$ cat src/rtl/kgp_ctrl_if.sv
// Bus between the KGPRISC multi-cycle sequencer and the datapath/memories:
// run control, IR, memory acks and branch flag in; phase-gated strobes out.
interface kgp_ctrl_if #(parameter int CNT_W = 16);
  logic             start;
  logic [31:0]      instr;
  logic             imem_ack;
  logic             dmem_ack;
  logic             zero_flag;
  logic             imem_req;
  logic             ir_load;
  logic             pc_write;
  logic [1:0]       pc_src;
  logic             dmem_req;
  logic             Branch;
  logic             MemRead;
  logic             MemtoReg;
  logic             ALUop;
  logic             MemWrite;
  logic             ALUsrc;
  logic             RegWrite;
  logic             ra_RegWrite;
  logic             busy;
  logic             trap;
  logic [CNT_W-1:0] retired;

  modport master (
    input  start, instr, imem_ack, dmem_ack, zero_flag,
    output imem_req, ir_load, pc_write, pc_src, dmem_req,
           Branch, MemRead, MemtoReg, ALUop, MemWrite, ALUsrc, RegWrite, ra_RegWrite,
           busy, trap, retired
  );

  modport slave (
    output start, instr, imem_ack, dmem_ack, zero_flag,
    input  imem_req, ir_load, pc_write, pc_src, dmem_req,
           Branch, MemRead, MemtoReg, ALUop, MemWrite, ALUsrc, RegWrite, ra_RegWrite,
           busy, trap, retired
  );
endinterface

$ cat src/rtl/kgp_ctrl_fsm.sv
// Multi-cycle KGPRISC control sequencer: steps each instruction through
// fetch/decode/execute/memory/writeback and gates decoder strobes to their phase.
//
// state  | meaning
// IDLE   | stopped, waiting for start
// FETCH  | instruction memory request, waits for imem_ack
// DECODE | latch opcode, reject illegal opcodes
// EXEC   | ALU / branch / jump / call / return
// MEM    | data memory access for LW/SW, waits for dmem_ack
// WB     | register writeback, PC+4
// TRAP   | sticky fault, left only through rst
module kgp_ctrl_fsm #(
  parameter int TIMEOUT = 16,
  parameter int CNT_W   = 16
) (
  input logic        clk,
  input logic        rst,
  kgp_ctrl_if.master bus
);
  localparam int WAIT_W = (TIMEOUT > 1) ? $clog2(TIMEOUT) : 1;
  localparam logic [WAIT_W-1:0] WAIT_LAST = WAIT_W'(TIMEOUT - 1);

  localparam logic [5:0] OP_ALUR = 6'd0;
  localparam logic [5:0] OP_ALUI = 6'd1;
  localparam logic [5:0] OP_LW   = 6'd2;
  localparam logic [5:0] OP_SW   = 6'd3;
  localparam logic [5:0] OP_BR   = 6'd4;
  localparam logic [5:0] OP_JMP  = 6'd5;
  localparam logic [5:0] OP_CALL = 6'd6;
  localparam logic [5:0] OP_RET  = 6'd7;

  typedef enum logic [2:0] {
    S_IDLE, S_FETCH, S_DECODE, S_EXEC, S_MEM, S_WB, S_TRAP
  } state_t;

  state_t            state;
  logic [5:0]        op_q;
  logic [WAIT_W-1:0] wait_cnt;
  logic [CNT_W-1:0]  retired_q;
  logic              retire;
  logic              is_ctl;
  logic              illegal;
  logic              unused_instr_bits;

  assign is_ctl            = (op_q == OP_BR) || (op_q == OP_JMP) || (op_q == OP_CALL) || (op_q == OP_RET);
  assign illegal           = (bus.instr[31:29] != 3'b000);
  assign unused_instr_bits = ^bus.instr[25:0];

  always_comb begin
    retire = 1'b0;
    case (state)
      S_EXEC:  retire = is_ctl;
      S_MEM:   retire = (op_q == OP_SW) && bus.dmem_ack;
      S_WB:    retire = 1'b1;
      default: retire = 1'b0;
    endcase
  end

  always_ff @(posedge clk or posedge rst) begin
    if (rst) begin
      state     <= S_IDLE;
      op_q      <= '0;
      wait_cnt  <= '0;
      retired_q <= '0;
    end else if (retire) begin
      retired_q <= retired_q + CNT_W'(1);
      wait_cnt  <= '0;
      state     <= bus.start ? S_FETCH : S_IDLE;
    end else begin
      case (state)
        S_IDLE: begin
          if (bus.start) begin
            state    <= S_FETCH;
            wait_cnt <= '0;
          end
        end
        S_FETCH: begin
          // an ack on the last allowed cycle still wins over the timeout
          if (bus.imem_ack)              state    <= S_DECODE;
          else if (wait_cnt == WAIT_LAST) state   <= S_TRAP;
          else                           wait_cnt <= wait_cnt + WAIT_W'(1);
        end
        S_DECODE: begin
          op_q  <= bus.instr[31:26];
          state <= illegal ? S_TRAP : S_EXEC;
        end
        S_EXEC: begin
          if ((op_q == OP_LW) || (op_q == OP_SW)) begin
            state    <= S_MEM;
            wait_cnt <= '0;
          end else begin
            state <= S_WB;
          end
        end
        S_MEM: begin
          if (bus.dmem_ack)              state    <= S_WB;
          else if (wait_cnt == WAIT_LAST) state   <= S_TRAP;
          else                           wait_cnt <= wait_cnt + WAIT_W'(1);
        end
        S_WB:    state <= S_WB;
        S_TRAP:  state <= S_TRAP;
        default: state <= S_IDLE;
      endcase
    end
  end

  always_comb begin
    bus.imem_req    = 1'b0;
    bus.ir_load     = 1'b0;
    bus.pc_write    = 1'b0;
    bus.pc_src      = 2'b00;
    bus.dmem_req    = 1'b0;
    bus.Branch      = 1'b0;
    bus.MemRead     = 1'b0;
    bus.MemtoReg    = 1'b0;
    bus.ALUop       = 1'b0;
    bus.MemWrite    = 1'b0;
    bus.ALUsrc      = 1'b0;
    bus.RegWrite    = 1'b0;
    bus.ra_RegWrite = 1'b0;
    case (state)
      S_FETCH: begin
        bus.imem_req = 1'b1;
        bus.ir_load  = bus.imem_ack;
      end
      S_EXEC: begin
        bus.ALUop  = (op_q == OP_ALUR) || (op_q == OP_ALUI);
        bus.ALUsrc = (op_q == OP_ALUI) || (op_q == OP_LW) || (op_q == OP_SW);
        case (op_q)
          OP_BR: begin
            bus.Branch   = 1'b1;
            bus.pc_src   = 2'b01;
            bus.pc_write = bus.zero_flag;
          end
          OP_JMP: begin
            bus.pc_write = 1'b1;
            bus.pc_src   = 2'b10;
          end
          OP_CALL: begin
            bus.pc_write    = 1'b1;
            bus.pc_src      = 2'b10;
            bus.ra_RegWrite = 1'b1;
          end
          OP_RET: begin
            bus.pc_write = 1'b1;
            bus.pc_src   = 2'b11;
          end
          default: ;
        endcase
      end
      S_MEM: begin
        bus.dmem_req = 1'b1;
        bus.MemRead  = (op_q == OP_LW);
        bus.MemWrite = (op_q == OP_SW);
        bus.pc_write = (op_q == OP_SW) && bus.dmem_ack;
      end
      S_WB: begin
        bus.RegWrite = 1'b1;
        bus.MemtoReg = (op_q == OP_LW);
        bus.pc_write = 1'b1;
      end
      default: ;
    endcase
  end

  assign bus.busy    = (state != S_IDLE) && (state != S_TRAP);
  assign bus.trap    = (state == S_TRAP);
  assign bus.retired = retired_q;
endmodule

$ cat src/flat_wrapper.sv
// flat-port wrapper written by rule: the top's interface ports become plain ports
module kgp_ctrl_fsm_flat 
#(
  parameter int TIMEOUT = 16,
  parameter int CNT_W   = 16
)
  (clk, rst, bus_start, bus_instr, bus_imem_ack, bus_dmem_ack, bus_zero_flag, bus_imem_req, bus_ir_load, bus_pc_write, bus_pc_src, bus_dmem_req, bus_Branch, bus_MemRead, bus_MemtoReg, bus_ALUop, bus_MemWrite, bus_ALUsrc, bus_RegWrite, bus_ra_RegWrite, bus_busy, bus_trap, bus_retired);
  kgp_ctrl_if #(.CNT_W(CNT_W)) bus_i ();
  input logic clk;
  input logic rst;
  input wire logic [$bits(bus_i.start)-1:0] bus_start;
  input wire logic [$bits(bus_i.instr)-1:0] bus_instr;
  input wire logic [$bits(bus_i.imem_ack)-1:0] bus_imem_ack;
  input wire logic [$bits(bus_i.dmem_ack)-1:0] bus_dmem_ack;
  input wire logic [$bits(bus_i.zero_flag)-1:0] bus_zero_flag;
  output wire logic [$bits(bus_i.imem_req)-1:0] bus_imem_req;
  output wire logic [$bits(bus_i.ir_load)-1:0] bus_ir_load;
  output wire logic [$bits(bus_i.pc_write)-1:0] bus_pc_write;
  output wire logic [$bits(bus_i.pc_src)-1:0] bus_pc_src;
  output wire logic [$bits(bus_i.dmem_req)-1:0] bus_dmem_req;
  output wire logic [$bits(bus_i.Branch)-1:0] bus_Branch;
  output wire logic [$bits(bus_i.MemRead)-1:0] bus_MemRead;
  output wire logic [$bits(bus_i.MemtoReg)-1:0] bus_MemtoReg;
  output wire logic [$bits(bus_i.ALUop)-1:0] bus_ALUop;
  output wire logic [$bits(bus_i.MemWrite)-1:0] bus_MemWrite;
  output wire logic [$bits(bus_i.ALUsrc)-1:0] bus_ALUsrc;
  output wire logic [$bits(bus_i.RegWrite)-1:0] bus_RegWrite;
  output wire logic [$bits(bus_i.ra_RegWrite)-1:0] bus_ra_RegWrite;
  output wire logic [$bits(bus_i.busy)-1:0] bus_busy;
  output wire logic [$bits(bus_i.trap)-1:0] bus_trap;
  output wire logic [$bits(bus_i.retired)-1:0] bus_retired;
  assign bus_i.start = bus_start;
  assign bus_i.instr = bus_instr;
  assign bus_i.imem_ack = bus_imem_ack;
  assign bus_i.dmem_ack = bus_dmem_ack;
  assign bus_i.zero_flag = bus_zero_flag;
  assign bus_imem_req = bus_i.imem_req;
  assign bus_ir_load = bus_i.ir_load;
  assign bus_pc_write = bus_i.pc_write;
  assign bus_pc_src = bus_i.pc_src;
  assign bus_dmem_req = bus_i.dmem_req;
  assign bus_Branch = bus_i.Branch;
  assign bus_MemRead = bus_i.MemRead;
  assign bus_MemtoReg = bus_i.MemtoReg;
  assign bus_ALUop = bus_i.ALUop;
  assign bus_MemWrite = bus_i.MemWrite;
  assign bus_ALUsrc = bus_i.ALUsrc;
  assign bus_RegWrite = bus_i.RegWrite;
  assign bus_ra_RegWrite = bus_i.ra_RegWrite;
  assign bus_busy = bus_i.busy;
  assign bus_trap = bus_i.trap;
  assign bus_retired = bus_i.retired;
  kgp_ctrl_fsm #(.TIMEOUT(TIMEOUT), .CNT_W(CNT_W)) u_core (.clk(clk), .rst(rst), .bus(bus_i));
endmodule
$ cat config.mk
export PLATFORM = sky130hd
export DESIGN_NAME = kgp_ctrl_fsm_flat
export DESIGN_NICKNAME = d
export VERILOG_FILES = /design/src/rtl/kgp_ctrl_if.sv /design/src/rtl/kgp_ctrl_fsm.sv /design/src/flat_wrapper.sv
export SDC_FILE = /design/constraint.sdc
export NUM_CORES = 1
export LEC_CHECK = 0
export ABC_AREA = 0
export BUFFER_PORTS_ARGS = -buffer_cell sky130_fd_sc_hd__buf_2
export CORE_MARGIN = 10
export CORE_UTILIZATION = 47
export DETAILED_ROUTE_END_ITERATION = 10
export HOLD_SLACK_MARGIN = 0.1
export PLACE_DENSITY = 0.84
export SYNTH_ARGS = -nofsm -noshare
export SYNTH_HDL_FRONTEND = slang
export SYNTH_SLANG_ARGS = --single-unit
$ cat constraint.sdc
create_clock -name clk -period 2.03 [get_ports clk]
set_input_delay 0.609 -clock clk [delete_from_list [all_inputs] [get_ports clk]]
set_output_delay 0.609 -clock clk [all_outputs]
set_load 0.05 [all_outputs]
======== Word-level counts from Yosys, hierarchy flattened ========
Cells that the tools add are included.
storage, ports and cells
  register bits ........................... 29
  input port bits ......................... 38
  output and inout port bits .............. 32
  word-level logic and storage cells ...... 78
cells by class
  add/sub/neg operators ................... 2
  equality and inequality tests ........... 19
  muxes and demuxes ....................... 34
  bitwise gates (word level) .............. 1
  reductions and logical operators ........ 18
operators by type and width
  kind                                                              number
  6-bit by 3-bit == test with 1-bit output (second input constant)  4
  4-bit two-way mux                                                 6
  3-bit one-hot mux with 7 select lines                             1
  3-bit two-way mux                                                 6
  16-bit by 1-bit adder with 16-bit output (second input constant)  1
  4-bit one-hot mux with 4 select lines                             1
  1-bit two-way mux                                                 15
  6-bit by 2-bit == test with 1-bit output (second input constant)  2
  3-bit == test (second input constant)                             3
  3-bit by 2-bit != test with 1-bit output (second input constant)  3
  1-bit logical OR                                                  7
  3-bit by 2-bit == test with 1-bit output (second input constant)  2
  6-bit by 1-bit == test with 1-bit output (second input constant)  1
  6-bit zero test                                                   1
  1-bit one-hot mux with 3 select lines                             2
  2-bit one-hot mux with 3 select lines                             1
  3-bit nonzero test                                                2
  5-bit AND reduction                                               1
  5-bit nonzero test                                                1
  4-bit by 1-bit adder with 4-bit output (second input constant)    1
  4-bit == test (second input constant)                             1
  3-bit by 1-bit == test with 1-bit output (second input constant)  1
  3-bit zero test                                                   1
  3-bit by 1-bit != test with 1-bit output (second input constant)  1
  other kinds (8)                                                   9

======== Logic depth before layout (Yosys ltp) ========
  depth in word-level cells ............... 7
  gate-level depth with buffers ........... 8

======== Least setup slack after synthesis ========
No wires, ideal clock.
  path kind ............................... flip-flop to output port
  from .................................... register u_core.state[2]
  to ...................................... output bus_MemRead
  arrival time ............................ 2313 ps
  data required time ...................... 1421 ps
  slack ................................... -892 ps
  stages on the path, launching flop included .. 4
  path buffers ............................ 1
  cell sequence ........................... dfrtp_1 clkbuf_1 nand2b_1 nor4_1
on the way
  word-level cells in the longest chain between the ends .. 2
ends and longest elaborated chain
  what                    RTL line             RTL
  start, declared         kgp_ctrl_fsm.sv:36   state_t state;
  start signal, assigned  kgp_ctrl_fsm.sv:68   state <= bus.start ? S_FETCH : S_IDLE;
  start signal, assigned  kgp_ctrl_fsm.sv:85   state <= illegal ? S_TRAP : S_EXEC;
  3-bit == test           kgp_ctrl_fsm.sv:121  case (state)
  1-bit two-way mux       kgp_ctrl_fsm.sv:121
  end, declared           flat_wrapper.sv:22   output wire logic [$bits(bus_i.MemRead)-1:0] bus_MemRead;
Every way passes these cells.

======== Final worst setup path ========
  from .................................... register u_core.op_q[3]
  to ...................................... output bus_Branch
on the way
  word-level cells in the longest chain between the ends .. 3
ends and longest elaborated chain
  what                                      RTL line             RTL
  start, declared                           kgp_ctrl_fsm.sv:37   logic [5:0] op_q;
  start signal, assigned                    kgp_ctrl_fsm.sv:84   op_q <= bus.instr[31:26];
  6-bit by 3-bit == test with 1-bit output  kgp_ctrl_fsm.sv:129  case (op_q)
  1-bit two-way mux                         kgp_ctrl_fsm.sv:129
  1-bit two-way mux                         kgp_ctrl_fsm.sv:121
  end, declared                             flat_wrapper.sv:21   output wire logic [$bits(bus_i.Branch)-1:0] bus_Branch;
Every way passes these cells.

==> run_results.csv <==
group,metric,value,unit
outcome,outcome,"finished with violations",
outcome,violations,"setup timing",
power,irDropWorstVdd,0.00152,V
yosys,synth_nets,213,
clock_network,cts_buffers,5,
worst_setup_path,cp_cell_sequence,"nor3_4 > nand4_2 > buf_6 > nor3_4 > buf_6",
worst_setup_path,timing.rr.start,"u_core.op_q[3]",
yosys,synth.distinct_cells,39,
global_route,grt_max_degree,30,
placed_design,hpwlAfterDp,3.18,mm
yosys,synthArstFlopShare,1.00,
worst_setup_path,required,1420,ps
drt,drt_iter0_drc,81,
clock_network,hold_buffers,0,
worst_setup_path,path_delay_family,"simple AND/OR/NAND/NOR gates",
power,power,3.63,mW
clock_network,cts_tree,"yes",
drt,wl_per_cell,17.5,microns
worst_setup_path,crit_buf_inv,2,
cells_and_area,nFillCells,230,
sta,hold_viol_final,0,
global_route,grt_pass1_vias,1613,
yosys,synth_ff_type,"dfrtp_1",
cells_and_area,drive_gt1_frac,0.486,
sta,post-route-period-util,1.12,
drt,drc,0,
clock_network,htree_levels,2,
power,leakagePower,1.17,nW
placed_design,globalplace.congestion,0.840,
drt,final_antenna_net_count,0,
drt,via_count,1613,
worst_setup_path,r2r_slack,-70,ps
floorplan,die_y,79.4,microns
yosys,syn-instance-count,173,
power,p_per_area,1440,mW/mm^2
sta,rsz0062_at_grt,"yes",
drt,vias_per_cell,5.51,
sta,slew_headroom,0.625,
min_path,min_path_type,"input port to async pin",
global_route,grtUsageTotal,0.156,
global_route,grt_antenna_before_repair,0,
cells_and_area,area_growth,52.1,%
sta,max_slew.worst_pin.slew,562,ps
floorplan,coreArea,0.00336,sq mm
yosys,synth_top_area_cell,"dfrtp_1",
placed_design,place.port_buffers,43,
sta,min_period,2270,ps
clock_network,clk_pin_slew_worst_paths,100,ps
worst_setup_path,worstRegToRegCells,8,
yosys,synth_area_leaders,"dfrtp_1 (44%), xor2_1 (5.3%), xnor2_1 (3.7%)",
worst_setup_path,slowest_delay,410,ps
global_route,grt.overflow.total,0,
drt,dr.pass1.iters,4,
yosys,synth_top_area_frac,0.437,
worst_setup_path,crit_type,"flip-flop to primary output",
yosys,ys_seq_elements,29,
worst_setup_path,path_max_fanout,4,
floorplan,pin_count,70,
cells_and_area,antenna_cells,0,
sta,timing.final.ws_setup,-244,ps
worst_setup_path,endpoint_kind,"primary output",
sta,finalClockSkew,12.9,ps
yosys,ys_seq_area_frac,0.437,
clock_network,clk_latency,340,ps
floorplan,die_area,0.00631,sq mm
global_route,grt_pass1_wl,7.88,mm
worst_setup_path,cpMaxStageDelayCell,"dfrtp_1",
clock_network,clk_path_buf_depth,2,
yosys,yosys_warnings,0,
sta,drv_slew,0,
worst_setup_path,start_kind,"flip-flop",
sta,fmax,440,MHz
floorplan,start_util,0.494,
clock_network,cts_sinks,29,
worst_setup_path,arrival,1660,ps
cells_and_area,nets,286,
drt,drt_wl_total,5.12,mm
floorplan,fp.dieW,79.4,microns
floorplan,rows,21,
yosys,synth_edf_count,0,
yosys,avgSynthCellArea,9.60,sq um
run,cap_violations,0,
clock_network,cts-root-buf,"clkbuf_4",
yosys,synth_area,0.00166,sq mm
worst_setup_path,r2r_end,"u_core.bus.retired[7]",
sta,setup_viol,20,
sta,hold_slack,328,ps
power breakdown:
group | switching, mW | internal, mW | total, mW | leakage (nW)
combinational | 1.31 | 0.840 | 2.15 | 0.785
clock | 0.213 | 0.294 | 0.507 | 0.0455
sequential | 0.227 | 0.743 | 0.970 | 0.341
total | 1.75 | 1.88 | 3.63 | 1.17
state kept, by name (all words and copies together) (netlist names):
| signal | count |
|---|---|
| u_core.op_q | 6 |
| u_core.state | 3 |
| u_core.bus.retired | 16 |
| u_core.wait_cnt | 4 |
routing by layer:
metal  up-vias  track usage  wire [microns]
li1        766            -               -
met1       794        0.169            1990
met2        46        0.278            2770
met3         7       0.0327             256
met4         0       0.0771              96
met5         -            0               0
cell usage in the layout (no fill, tap or decap), types with 5 or more instances in the layout:
master	count
nand3_1	7
dfrtp_1	27
xnor2_1	6
clkbuf_4	6
a21oi_1	6
nand2_1	13
xor2_1	10
buf_4	29
buf_2	29
buf_6	10
nand4_1	5
nor4_4	5
mux2_2	5
nor2_1	10
inv_1	7
o21ai_0	8
Yosys cell counts, drive strengths merged (3+ instances only):
master / count
a21oi: 6
a31oi: 4
and3: 5
clkbuf: 5
dfrtp: 29
inv: 7
mux2: 5
nand2: 14
nand2b: 3
nand3: 9
nand4: 6
nor2: 14
nor3: 10
nor4: 7
o21ai: 9
xnor2: 7
xor2: 10
stage by stage:
stage	setup TNS (ps)	setup WS, ps	area [sq um]	std cells	utilization
after floorplan	-972	-256	1710	173	-
after global placement	-424	-81.3	2070	272	0.614
after detailed placement	-934	-146	2070	272	0.614
after CTS	-2180	-252	2390	285	0.712
after global routing	-4550	-348	2520	293	0.751
final	-2270	-244	2520	293	0.751
cell families after synthesis:
logic type,share of synthesized area
and+or+nand+nor,0.283
DFF,0.437
AOI/OAI and AO/OA,0.0995
xor gates and xnor gates,0.0897
buffers and inverters,0.0422
muxes,0.0339
adders and majority gates,0.0151
worst max-delay path by stage:
stage                        start                     end  slack, ps  cells after the start
floorplan           u_core.op_q[3]            bus_pc_write       -260                      3
detailed placement    bus_dmem_ack   u_core.bus.retired[9]       -150                      7
global placement      bus_dmem_ack  u_core.bus.retired[13]        -80                      7
global route        u_core.op_q[3]         bus_ra_RegWrite       -350                      5
CTS                 u_core.op_q[4]              bus_ALUsrc       -250                      5
finish              u_core.op_q[3]              bus_Branch       -240                      5
repair_timing:
item                                    4_1_cts  5_1_grt
cloned                                        0        0
gates resized for setup                      49       17
buffers inserted                              5        9
pin swaps                                     9        9
endpoints found under the setup margin       15       28
layout make-up:
cell class	count	area, sq um	share of cell area
inverter	7	26.3	0.0104
clock buffer	7	55.1	0.0218
clock inverter	1	30.0	0.0119
sequential	29	728	0.288
timing repair buffer	73	543	0.215
multi-input combinational	130	1080	0.430
tap	46	57.6	0.0228
worst register-to-register path: stages (launching register included):
cell and delay (ps):
dfrtp_1 410, nor3_4 270, buf_4 170, nand4_1 130, buf_4 180, and3_1 220, buf_6 180, nor4_4 300
xor2_1 180
No activity file was read; power rests on OpenSTA's default activity.
